<file path="config.mk">
export PLATFORM = sky130hd
export DESIGN_NAME = wave_phase_sequencer
export DESIGN_NICKNAME = d
export VERILOG_FILES = /design/src/rtl/wave_seq_pkg.sv /design/src/rtl/wave_phase_sequencer_offset_stepper.sv /design/src/rtl/wave_phase_sequencer.sv
export SDC_FILE = /design/constraint.sdc
export NUM_CORES = 1
export LEC_CHECK = 0
export BUFFER_PORTS_ARGS = -buffer_cell sky130_fd_sc_hd__buf_4
export CAP_MARGIN = 20
export CORE_UTILIZATION = 60
export CTS_CLUSTER_SIZE = 25
export DETAILED_ROUTE_END_ITERATION = 12
export PLACE_DENSITY = 0.88
export SETUP_SLACK_MARGIN = 0.3
export SLEW_MARGIN = 20
export SYNTH_ARGS = -nofsm -noshare
export SYNTH_HDL_FRONTEND = slang
export SYNTH_SLANG_ARGS = --single-unit
</file>
<file path="constraint.sdc">
create_clock -name clk -period 6.2 [get_ports clk]
set_clock_uncertainty 0.1 [all_clocks]
set_input_delay 0.93 -clock clk [delete_from_list [all_inputs] [get_ports clk]]
set_output_delay 0.93 -clock clk [all_outputs]
set_load 0.03 [all_outputs]
</file>
<file path="src/rtl/wave_seq_pkg.sv">
// Shared encodings and geometry for the wave-arena phase sequencer.
package wave_seq_pkg;

  localparam int unsigned PERIOD  = 400;
  localparam int unsigned X_W     = 10;
  localparam int unsigned SPEED_W = 4;
  localparam int unsigned CNT_W   = 8;

  typedef enum logic [2:0] {
    PH_IDLE     = 3'd0,
    PH_INTRO    = 3'd1,
    PH_RAMP     = 3'd2,
    PH_HOLD     = 3'd3,
    PH_REVERSE  = 3'd4,
    PH_GAMEOVER = 3'd5
  } phase_e;

  function automatic logic is_active(input phase_e p);
    return p inside {PH_INTRO, PH_RAMP, PH_HOLD, PH_REVERSE};
  endfunction

endpackage

</file>
<file path="src/rtl/wave_phase_sequencer_offset_stepper.sv">
// Wrapped scroll step: x' = (x +/- s) mod PERIOD, valid because s < PERIOD.
module offset_stepper
  import wave_seq_pkg::*;
(
  input  logic [X_W-1:0]     x_i,
  input  logic [SPEED_W-1:0] s_i,
  input  logic               dir_i,
  output logic [X_W-1:0]     x_o
);

  localparam logic [X_W:0] PERIOD_W = (X_W+1)'(PERIOD);

  logic [X_W:0] s_ext;
  logic [X_W:0] sum;

  assign s_ext = {{(X_W+1-SPEED_W){1'b0}}, s_i};

  always_comb begin
    if (dir_i) sum = {1'b0, x_i} + PERIOD_W - s_ext;
    else       sum = {1'b0, x_i} + s_ext;
    if (sum >= PERIOD_W) sum = sum - PERIOD_W;
  end

  assign x_o = sum[X_W-1:0];

endmodule

</file>
<file path="src/rtl/wave_phase_sequencer.sv">
// Frame-rate phase sequencer: attack phases, wrapped scroll offset, player HP.
module wave_phase_sequencer
  import wave_seq_pkg::*;
#(
  parameter int unsigned INTRO_FRAMES = 60,
  parameter int unsigned RAMP_FRAMES  = 30,
  parameter int unsigned HOLD_FRAMES  = 120,
  parameter int unsigned MAX_SPEED    = 8,
  parameter int unsigned HP_INIT      = 92,
  parameter int unsigned HIT_DAMAGE   = 1
) (
  input  logic       clk,
  input  logic       rst_n,
  input  logic       frame_tick,
  input  logic       start,
  input  logic       manual,
  input  logic [3:0] ui_speed,
  input  logic       ui_dir,
  input  logic       hit,
  output logic [9:0] x_offset,
  output logic       scroll_dir,
  output logic [3:0] speed,
  output logic [2:0] phase,
  output logic       show_player,
  output logic [7:0] hp,
  output logic       game_over
);

  localparam logic [SPEED_W-1:0] MAX_SPD    = SPEED_W'(MAX_SPEED);
  localparam logic [SPEED_W-1:0] MIN_SPD    = SPEED_W'(1);
  localparam logic [CNT_W-1:0]   INTRO_LAST = CNT_W'(INTRO_FRAMES - 1);
  localparam logic [CNT_W-1:0]   RAMP_LAST  = CNT_W'(RAMP_FRAMES - 1);
  localparam logic [CNT_W-1:0]   HOLD_LAST  = CNT_W'(HOLD_FRAMES - 1);
  localparam logic [7:0]         HP_START   = 8'(HP_INIT);
  localparam logic [7:0]         DAMAGE     = 8'(HIT_DAMAGE);

  phase_e             phase_q;
  logic [X_W-1:0]     x_q;
  logic               dir_q;
  logic [SPEED_W-1:0] speed_q;
  logic [SPEED_W-1:0] ramp_spd_q;
  logic [CNT_W-1:0]   cnt_q;
  logic [7:0]         hp_q;
  logic               hit_q;

  logic [X_W-1:0]     x_d;
  logic [7:0]         hp_d;
  logic [SPEED_W-1:0] step_spd;
  logic               step_dir;
  logic               hit_now;
  logic               start_ok;

  // Step source: UI values in manual mode, otherwise the phase's own speed/dir,
  // so releasing manual restores the auto values on the next tick.
  always_comb begin
    step_spd = ramp_spd_q;
    step_dir = 1'b0;
    if (manual) begin
      step_spd = (ui_speed == '0) ? MIN_SPD : ui_speed;
      step_dir = ui_dir;
    end else begin
      case (phase_q)
        PH_HOLD:    step_spd = MAX_SPD;
        PH_REVERSE: begin
          step_spd = MAX_SPD;
          step_dir = 1'b1;
        end
        default: ;
      endcase
    end
  end

  offset_stepper u_step (
    .x_i   (x_q),
    .s_i   (step_spd),
    .dir_i (step_dir),
    .x_o   (x_d)
  );

  assign hit_now  = hit_q | hit;
  assign hp_d     = (hp_q > DAMAGE) ? (hp_q - DAMAGE) : '0;
  assign start_ok = start && (phase_q == PH_IDLE || phase_q == PH_GAMEOVER);

  always_ff @(posedge clk or negedge rst_n) begin
    if (!rst_n) begin
      phase_q    <= PH_IDLE;
      x_q        <= '0;
      dir_q      <= 1'b0;
      speed_q    <= MIN_SPD;
      ramp_spd_q <= MIN_SPD;
      cnt_q      <= '0;
      hp_q       <= HP_START;
      hit_q      <= 1'b0;
    end else if (start_ok) begin
      phase_q    <= PH_INTRO;
      x_q        <= '0;
      dir_q      <= 1'b0;
      speed_q    <= MIN_SPD;
      ramp_spd_q <= MIN_SPD;
      cnt_q      <= '0;
      hp_q       <= HP_START;
      hit_q      <= 1'b0;
    end else begin
      if (is_active(phase_q) && hit) hit_q <= 1'b1;
      if (frame_tick && is_active(phase_q)) begin
        hit_q <= 1'b0;
        if (hit_now) hp_q <= hp_d;
        if (hit_now && hp_d == '0) begin
          phase_q <= PH_GAMEOVER;
          cnt_q   <= '0;
        end else if (manual) begin
          x_q     <= x_d;
          speed_q <= step_spd;
          dir_q   <= step_dir;
        end else begin
          cnt_q <= cnt_q + 1'b1;
          case (phase_q)
            PH_INTRO: begin
              speed_q <= MIN_SPD;
              dir_q   <= 1'b0;
              if (cnt_q == INTRO_LAST) begin
                phase_q    <= PH_RAMP;
                cnt_q      <= '0;
                ramp_spd_q <= MIN_SPD;
              end
            end
            PH_RAMP: begin
              x_q     <= x_d;
              dir_q   <= 1'b0;
              speed_q <= ramp_spd_q;
              if (cnt_q == RAMP_LAST) begin
                cnt_q <= '0;
                if (ramp_spd_q == MAX_SPD) begin
                  phase_q <= PH_HOLD;
                end else begin
                  ramp_spd_q <= ramp_spd_q + 1'b1;
                  speed_q    <= ramp_spd_q + 1'b1;
                end
              end
            end
            PH_HOLD: begin
              x_q     <= x_d;
              speed_q <= MAX_SPD;
              dir_q   <= 1'b0;
              if (cnt_q == HOLD_LAST) begin
                phase_q <= PH_REVERSE;
                dir_q   <= 1'b1;
                cnt_q   <= '0;
              end
            end
            PH_REVERSE: begin
              x_q     <= x_d;
              speed_q <= MAX_SPD;
              dir_q   <= 1'b1;
              if (cnt_q == HOLD_LAST) begin
                phase_q    <= PH_RAMP;
                dir_q      <= 1'b0;
                speed_q    <= MIN_SPD;
                ramp_spd_q <= MIN_SPD;
                cnt_q      <= '0;
              end
            end
            default: ;
          endcase
        end
      end
    end
  end

  assign x_offset    = x_q;
  assign scroll_dir  = dir_q;
  assign speed       = speed_q;
  assign phase       = phase_q;
  assign show_player = is_active(phase_q);
  assign hp          = hp_q;
  assign game_over   = (phase_q == PH_GAMEOVER);

endmodule

</file>
# After elaboration in Yosys (flattened, before gate mapping)

Cells that the tools add are included.

Bits in registers: 39
Input bits: 11
Logic and storage cells: 123

$add $sub $neg: 7
Order comparisons: 2
Eq/ne operators: 19
Muxes and demuxes: 59
Bitwise gates (word level): 1
Reductions and logical operators: 27

Operators with widths:

| operator                                                                         | number |
|---|---|
| 8-bit two-way mux                                                                | 11 |
| 4-bit two-way mux                                                                | 16 |
| 10-bit two-way mux                                                               | 6 |
| 3-bit two-way mux                                                                | 9 |
| 8-bit one-hot mux with 3 select lines                                            | 1 |
| 4-bit by 2-bit != test with 1-bit output (second input constant)                 | 5 |
| 4-bit one-hot mux with 4 select lines                                            | 1 |
| 3-bit one-hot mux with 4 select lines                                            | 1 |
| 4-bit one-hot mux with 3 select lines                                            | 1 |
| 6-bit nonzero test                                                               | 2 |
| 10-bit by 4-bit adder with 11-bit output                                         | 1 |
| 10-bit by 9-bit adder with 11-bit output (second input constant)                 | 1 |
| 11-bit by 9-bit >= comparator with 1-bit output (second input constant)          | 1 |
| 1-bit two-way mux                                                                | 11 |
| 11-bit two-way mux                                                               | 1 |
| 11-bit by 4-bit subtractor with 11-bit output                                    | 1 |
| 10-bit by 9-bit subtractor with 10-bit output (second input constant)            | 1 |
| 3-bit AND reduction                                                              | 3 |
| 8-bit by 1-bit adder with 8-bit output (second input constant)                   | 1 |
| 8-bit by 5-bit equality test with 1-bit output (second input constant)           | 1 |
| 8-bit by 6-bit equality test with 1-bit output (second input constant)           | 1 |
| 8-bit by 7-bit equality test with 1-bit output (second input constant)           | 1 |
| 8-bit by 1-bit greater-than comparator with 1-bit output (second input constant) | 1 |
| 8-bit zero test                                                                  | 1 |
| other kinds (25)                                                                 | 36 |

# Longest topological paths before layout

Depth after elaboration: 13
Gate-level depth with buffers: 22

# Modules after synthesis

A second synthesis with hierarchy kept.

Cells, all modules: 428
Area, all modules: 3623.5 um^2

Modules (own cells, without submodules):

| module               | instances | cells an instance | area an instance (um^2) | sequential area each (um^2) |
|---|---|---|---|---|
| wave_phase_sequencer | 1         | 272               | 2489.9                  | 983.4 |
| offset_stepper       | 1         | 156               | 1133.6                  | 0.0 |

# Worst setup path after synthesis

OpenSTA, ideal clock, no wires.

Kind: input port to flip-flop
Start: input port manual
End: register x_q[5], in the netlist x_offset[5]
Library setup time: 0.138 ns
Arrival: 4.438 ns
Data required time: 5.962 ns
Path slack: 1.524 ns
Cell stages on the path: 19
Buffers on the path: 2
Path through: buf_2 -> clkbuf_1 -> nor3_1 -> a22o_1 -> ha_1 -> inv_1 -> fa_1 -> nand3_1 -> o211a_1 -> a31oi_1 -> xnor2_1 -> inv_1 -> ha_1 -> nand2_1 -> nor4_1 -> nor4b_4 -> o211ai_4 -> mux2i_1 -> o21ai_0

Cells in the longest elaborated chain, start to end: 10

RTL lines:

| element                                                                                                          | RTL line                                                                             | text |
|---|---|---|
| from (decl)                                                                                                      | wave_phase_sequencer.sv:16                                                           | `input logic manual,` |
| 4-bit two-way mux                                                                                                | wave_phase_sequencer.sv:58                                                           | `if (manual) begin` |
| 11-bit by 4-bit subtractor with 11-bit output or 10-bit by 4-bit adder with 11-bit output (tied branches)        | wave_phase_sequencer_offset_stepper.sv:19, wave_phase_sequencer_offset_stepper.sv:20 |  |
| 11-bit two-way mux                                                                                               | wave_phase_sequencer_offset_stepper.sv:19                                            | `if (dir_i) sum = {1'b0, x_i} + PERIOD_W - s_ext;` |
| 10-bit by 9-bit subtractor with 10-bit output or 11-bit by 9-bit >= comparator with 1-bit output (tied branches) | wave_phase_sequencer_offset_stepper.sv:21                                            | `if (sum >= PERIOD_W) sum = sum - PERIOD_W;` |
| 10-bit two-way mux                                                                                               | wave_phase_sequencer_offset_stepper.sv:21                                            |  |
| 10-bit two-way mux                                                                                               | wave_phase_sequencer.sv:117                                                          | `case (phase_q)` |
| 10-bit two-way mux                                                                                               | wave_phase_sequencer.sv:111                                                          | `end else if (manual) begin` |
| 10-bit two-way mux                                                                                               | wave_phase_sequencer.sv:108                                                          | `if (hit_now && hp_d == '0) begin` |
| 10-bit two-way mux                                                                                               | wave_phase_sequencer.sv:105                                                          | `if (frame_tick && is_active(phase_q)) begin` |
| 10-bit two-way mux                                                                                               | wave_phase_sequencer.sv:94                                                           | `end else if (start_ok) begin` |
| to (signal assigned)                                                                                             | wave_phase_sequencer.sv:96                                                           | `x_q <= '0;` |
| to (signal assigned)                                                                                             | wave_phase_sequencer.sv:112                                                          | `x_q <= x_d;` |
| to (signal assigned)                                                                                             | wave_phase_sequencer.sv:128                                                          | `x_q <= x_d;` |
| to (decl)                                                                                                        | wave_phase_sequencer.sv:38                                                           | `logic [X_W-1:0] x_q;` |

Parallel ways exist; a longest one is shown, timed or not. The select of a mux whose other input is x is not followed.
A chain may end at the register's enable or synchronous reset.

# Final worst setup path

Start: register phase_q[1], in the netlist phase[1]
End: register x_q[5], in the netlist x_offset[5]

Cells in the longest elaborated chain, start to end: 13

RTL lines:

| element                                                                                                          | RTL line                                                                             | text |
|---|---|---|
| from (decl)                                                                                                      | wave_phase_sequencer.sv:37                                                           | `phase_e phase_q;` |
| from (signal assigned)                                                                                           | wave_phase_sequencer.sv:86                                                           | `phase_q <= PH_IDLE;` |
| from (signal assigned)                                                                                           | wave_phase_sequencer.sv:95                                                           | `phase_q <= PH_INTRO;` |
| from (signal assigned)                                                                                           | wave_phase_sequencer.sv:109                                                          | `phase_q <= PH_GAMEOVER;` |
| 3-bit by 2-bit equality test with 1-bit output or 3-bit equality test (tied branches)                            | wave_seq_pkg.sv:19, wave_phase_sequencer.sv:62, wave_phase_sequencer.sv:117          |  |
| 2-bit OR reduction (no source line)                                                                              | -                                                                                    |  |
| 4-bit two-way mux                                                                                                | wave_phase_sequencer.sv:62                                                           | `case (phase_q)` |
| 4-bit two-way mux                                                                                                | wave_phase_sequencer.sv:58                                                           |  |
| 11-bit by 4-bit subtractor with 11-bit output or 10-bit by 4-bit adder with 11-bit output (tied branches)        | wave_phase_sequencer_offset_stepper.sv:19, wave_phase_sequencer_offset_stepper.sv:20 |  |
| 11-bit two-way mux                                                                                               | wave_phase_sequencer_offset_stepper.sv:19                                            |  |
| 10-bit by 9-bit subtractor with 10-bit output or 11-bit by 9-bit >= comparator with 1-bit output (tied branches) | wave_phase_sequencer_offset_stepper.sv:21                                            |  |
| 10-bit two-way mux                                                                                               | wave_phase_sequencer_offset_stepper.sv:21                                            |  |
| 10-bit two-way mux                                                                                               | wave_phase_sequencer.sv:117                                                          |  |
| 10-bit two-way mux                                                                                               | wave_phase_sequencer.sv:111                                                          |  |
| 10-bit two-way mux                                                                                               | wave_phase_sequencer.sv:108                                                          |  |
| 10-bit two-way mux                                                                                               | wave_phase_sequencer.sv:105                                                          |  |
| 10-bit two-way mux                                                                                               | wave_phase_sequencer.sv:94                                                           |  |

Parallel ways exist; a longest one is shown, timed or not. The select of a mux whose other input is x is not followed.

==> results.cfg <==
[outcome]
status = completed

[layout]
nFillCells = 488
final_cell_mix = 39 x o21ai_0, 38 x buf_4, 36 x nor2_1
regArea_um2 = 983
n_antenna_cell = 0
layout.cells.non_filler = 521
layout_commonest_cell = o21ai_0
area_growth_pct = 11.2
nNetsFinal = 485
multi_input_area_mm2 = 0.00231
final_layout_size_suffix_gt1_share_pct = 16.3

[power_and_ir_drop]
power_frac_comb_pct = 64.6
sw_frac_of_total_pct = 51.5
power.leakage_nw = 1.67
intPower_w = 0.000965
clkPwrFrac_pct = 10.7
p_sw_w = 0.00102
pwr_density_cell_mw_per_mm2 = 511
seqPwrFrac_pct = 24.7
ir_drop_mv = 0.271
power_w = 0.00199

[place]
gp_congestion = 0.938
dp_hpwl_um = 6320
portBuffers = 38
post-place-cells = 513

[timing]
worst_pin_slew_ps = 1010
rsz0062_at_grt = false
setup_tns_ps = 0
drv_slew = 0
layout_min_cycle_time_ps = 5150
finalCritPeriodShare_pct = 83.0
timing.slew.headroom_pct = 32.7
timing.hold.ws_ps = 426
setup_viol = 0
fmax_ghz = 0.194
hold_violations = 0

[floorplan]
die_width_um = 78.4
ioPinCount = 39
fp.coreArea_mm2 = 0.00557
die_h_um = 78.4
floorplan.initialDensity_pct = 62.8
dieArea_mm2 = 0.00615
fp-row-count = 27

[synth]
synth_edf_count = 0
synth_fa_ha_area_share_pct = 9.72
async_reset_ff_share_pct = 100
synth_ff_type = dfrtp_1
yosysWarnings = 0
synth.distinct_cells = 72
seq_area_frac_synth_pct = 28.1
yosys_register_bits = 39
syn_inst = 425
muxShareOfSynthArea_pct = 2.97
syn_nets = 462
synthXorXnorAreaFrac_pct = 2.75
synth_top_family_by_area = compound AO/OA/AOI/OAI gates
synth_simple_gate_area_share_pct = 22.5
synth_area_mm2 = 0.00350
synth_compound_area_share_pct = 27.8
syn_area_per_cell_um2 = 8.24

[clock_network]
clkSinkCount = 39
postCtsSetupRepairBufs = 0
numCtsBuffers = 5
cts_max_level = 2
cts_tree = built
clockBufferDepth = 2
clk_pin_slew_ps = 80
clock_latency_ps = 300
cts_root_buf = clkbuf_8
cts_hold_buf = 0
ctsResizeCount = 0

[worst_setup_path]
arrival_ps = 5190
rr_worst_depth = 15
crit_buf_inv = 1
cp.required_ps = 6240
worstPathMaxFanout = 20
critPathCaptureType = flop
crit_family = compound AO/OA/AOI/OAI gates
rrSetupSlack_ps = 1050
cpPeakStageDelay_ps = 740
cp_cell_sequence = nor2b_1 -> and2_0 -> nor3_1 -> a22o_1 -> ha_1 -> inv_1 -> ha_1 -> a211oi_1 -> o211ai_1 -> a211o_1 -> a211oi_1 -> o211ai_1 -> o211ai_4 -> mux2i_1 -> o21ai_0
crit_type = reg -> reg
startpoint_type = flop
r2r-end = x_offset[5]$_DFFE_PN0P_
slowest_stage = dfrtp_1
reg2reg_from = phase[1]$_DFFE_PN0P_

[global_route]
grt_overflow = 0
grt_pass1_vias = 2986
grt_pass1_wl_um = 14000
grt_start_max_net_pins = 40
grt_usage_pct = 28.5
antenna_found_initial = 0

[worst_hold_path]
worstHoldPathCells = 2
hold_class = reg -> reg
hold_start = speed[2]$_DFFE_PN0P_
min_to = speed[2]$_DFFE_PN0P_

[routing]
dr.pass1.iters = 5
ant_nets = 0
vias = 3352
remaining_drc_errors = 0
viasPerCell = 6.43
drt_iter0_markers = 268
wl_um = 8420
wl_per_cell_um = 16.2

[flow_run]
maxCapViolCount = 0
## layer usage
| metal | up-vias | GRT usage [%] | share of wire (%) |
|---|---|---|---|
| li1 | 1606 | - | - |
| met2 | 109 | 46.9 | 47 |
| met3 | 11 | 3.72 | 5.3 |
| met1 | 1626 | 39.5 | 46 |
| met4 | 0 | 7.41 | 1.1 |
| met5 | - | 0 | 0 |
## metrics by stage
stage / utilization (%) / setup slack (ps) / cell area, um^2
after CTS: 69.9 / 1200 / 3890
after global routing: 69.9 / 700 / 3890
after floorplan: - / 1520 / 3500
final: 69.9 / 1050 / 3890
after detailed placement: 67.8 / 1160 / 3780
after global placement: 67.7 / 1320 / 3770
## power groups by stage
stage                     logic (W)  registers [W]  clock network [W]
after global routing        0.00140       0.000508           0.000228
after global placement      0.00123       0.000484                  0
after detailed placement    0.00126       0.000491                  0
after CTS                   0.00127       0.000486           0.000217
final                       0.00129       0.000492           0.000212
after floorplan            0.000891       0.000552                  0
## worst reg2reg max path: stages, from the launching register on
cell and delay, ps:
dfrtp_1 740, nor2b_1 340, and2_0 320, nor3_1 80, a22o_1 240, ha_1 400
inv_1 120, ha_1 320, a211oi_1 330, o211ai_1 230, a211o_1 310, a211oi_1 560
o211ai_1 260, o211ai_4 350, mux2i_1 220, o21ai_0 80
## worst max-delay path by stage
stage                                     from                      end  slack, ps  cells past startpoint
after floorplan                         manual  x_offset[5]$_DFFE_PN0P_       1520                     19
after global placement                  manual  x_offset[5]$_DFFE_PN0P_       1320                     19
after detailed placement                manual  x_offset[5]$_DFFE_PN0P_       1160                     19
after CTS                 phase[1]$_DFFE_PN0P_  x_offset[5]$_DFFE_PN0P_       1200                     20
after global routing      phase[1]$_DFFE_PN0P_  x_offset[6]$_DFFE_PN0P_        700                     20
final                     phase[1]$_DFFE_PN0P_  x_offset[5]$_DFFE_PN0P_       1050                     15
## synth_stat cells (3+ instances only)
cell | number | area share (%)
o21ai_0 | 39 | 5.6
nor2_1 | 36 | 3.9
dfrtp_1 | 33 | 24
inv_1 | 30 | 3.2
nand2_1 | 27 | 2.9
ha_1 | 24 | 8.6
a21oi_1 | 22 | 3.1
nand3_1 | 14 | 2.0
clkbuf_1 | 13 | 1.4
nor3_1 | 11 | 1.6
o31ai_1 | 9 | 1.9
xnor2_1 | 9 | 2.3
a211oi_1 | 8 | 1.7
buf_2 | 7 | 1.0
mux2i_1 | 7 | 2.0
nand4_1 | 7 | 1.3
nor2b_1 | 7 | 1.3
o211ai_1 | 7 | 1.5
dfstp_2 | 6 | 4.5
a31oi_1 | 5 | 0.89
nor4_1 | 5 | 0.89
or3_1 | 5 | 0.89
a21boi_0 | 4 | 0.86
a21o_1 | 4 | 0.86
and3_1 | 4 | 0.71
o21a_1 | 4 | 0.86
o31a_1 | 4 | 1.0
or2_2 | 4 | 0.71
and2_1 | 3 | 0.54
mux2_2 | 3 | 0.96
nand2b_1 | 3 | 0.54
nor3b_1 | 3 | 0.64
## flip-flops by register name (all words and copies together) (netlist names)
| register | count |
|---|---|
| x_offset | 10 |
| cnt_q | 8 |
| hp | 8 |
| ramp_spd_q | 4 |
| speed | 4 |
| phase | 3 |
| hit_q | 1 |
| scroll_dir | 1 |
## logic make-up after synthesis
logic type	count (synthesis)
XOR/XNOR	11
AO/OA/AOI/OAI	142
buffers and inverters	52
adder cells (fa/ha/maj)	26
multiplexers	10
flip-flops	39
AND/OR/NAND/NOR	145
## cell type report
class	instances	share of cell area, %
multi-input cells	334	59.3
flip-flops and latches	39	25.3
repair buffers	38	7.33
inverters	30	2.89
well taps	72	2.31
clock buffers	5	1.77
clock inverters	3	1.12
Note: power is estimated with default switching activity, not from simulation.
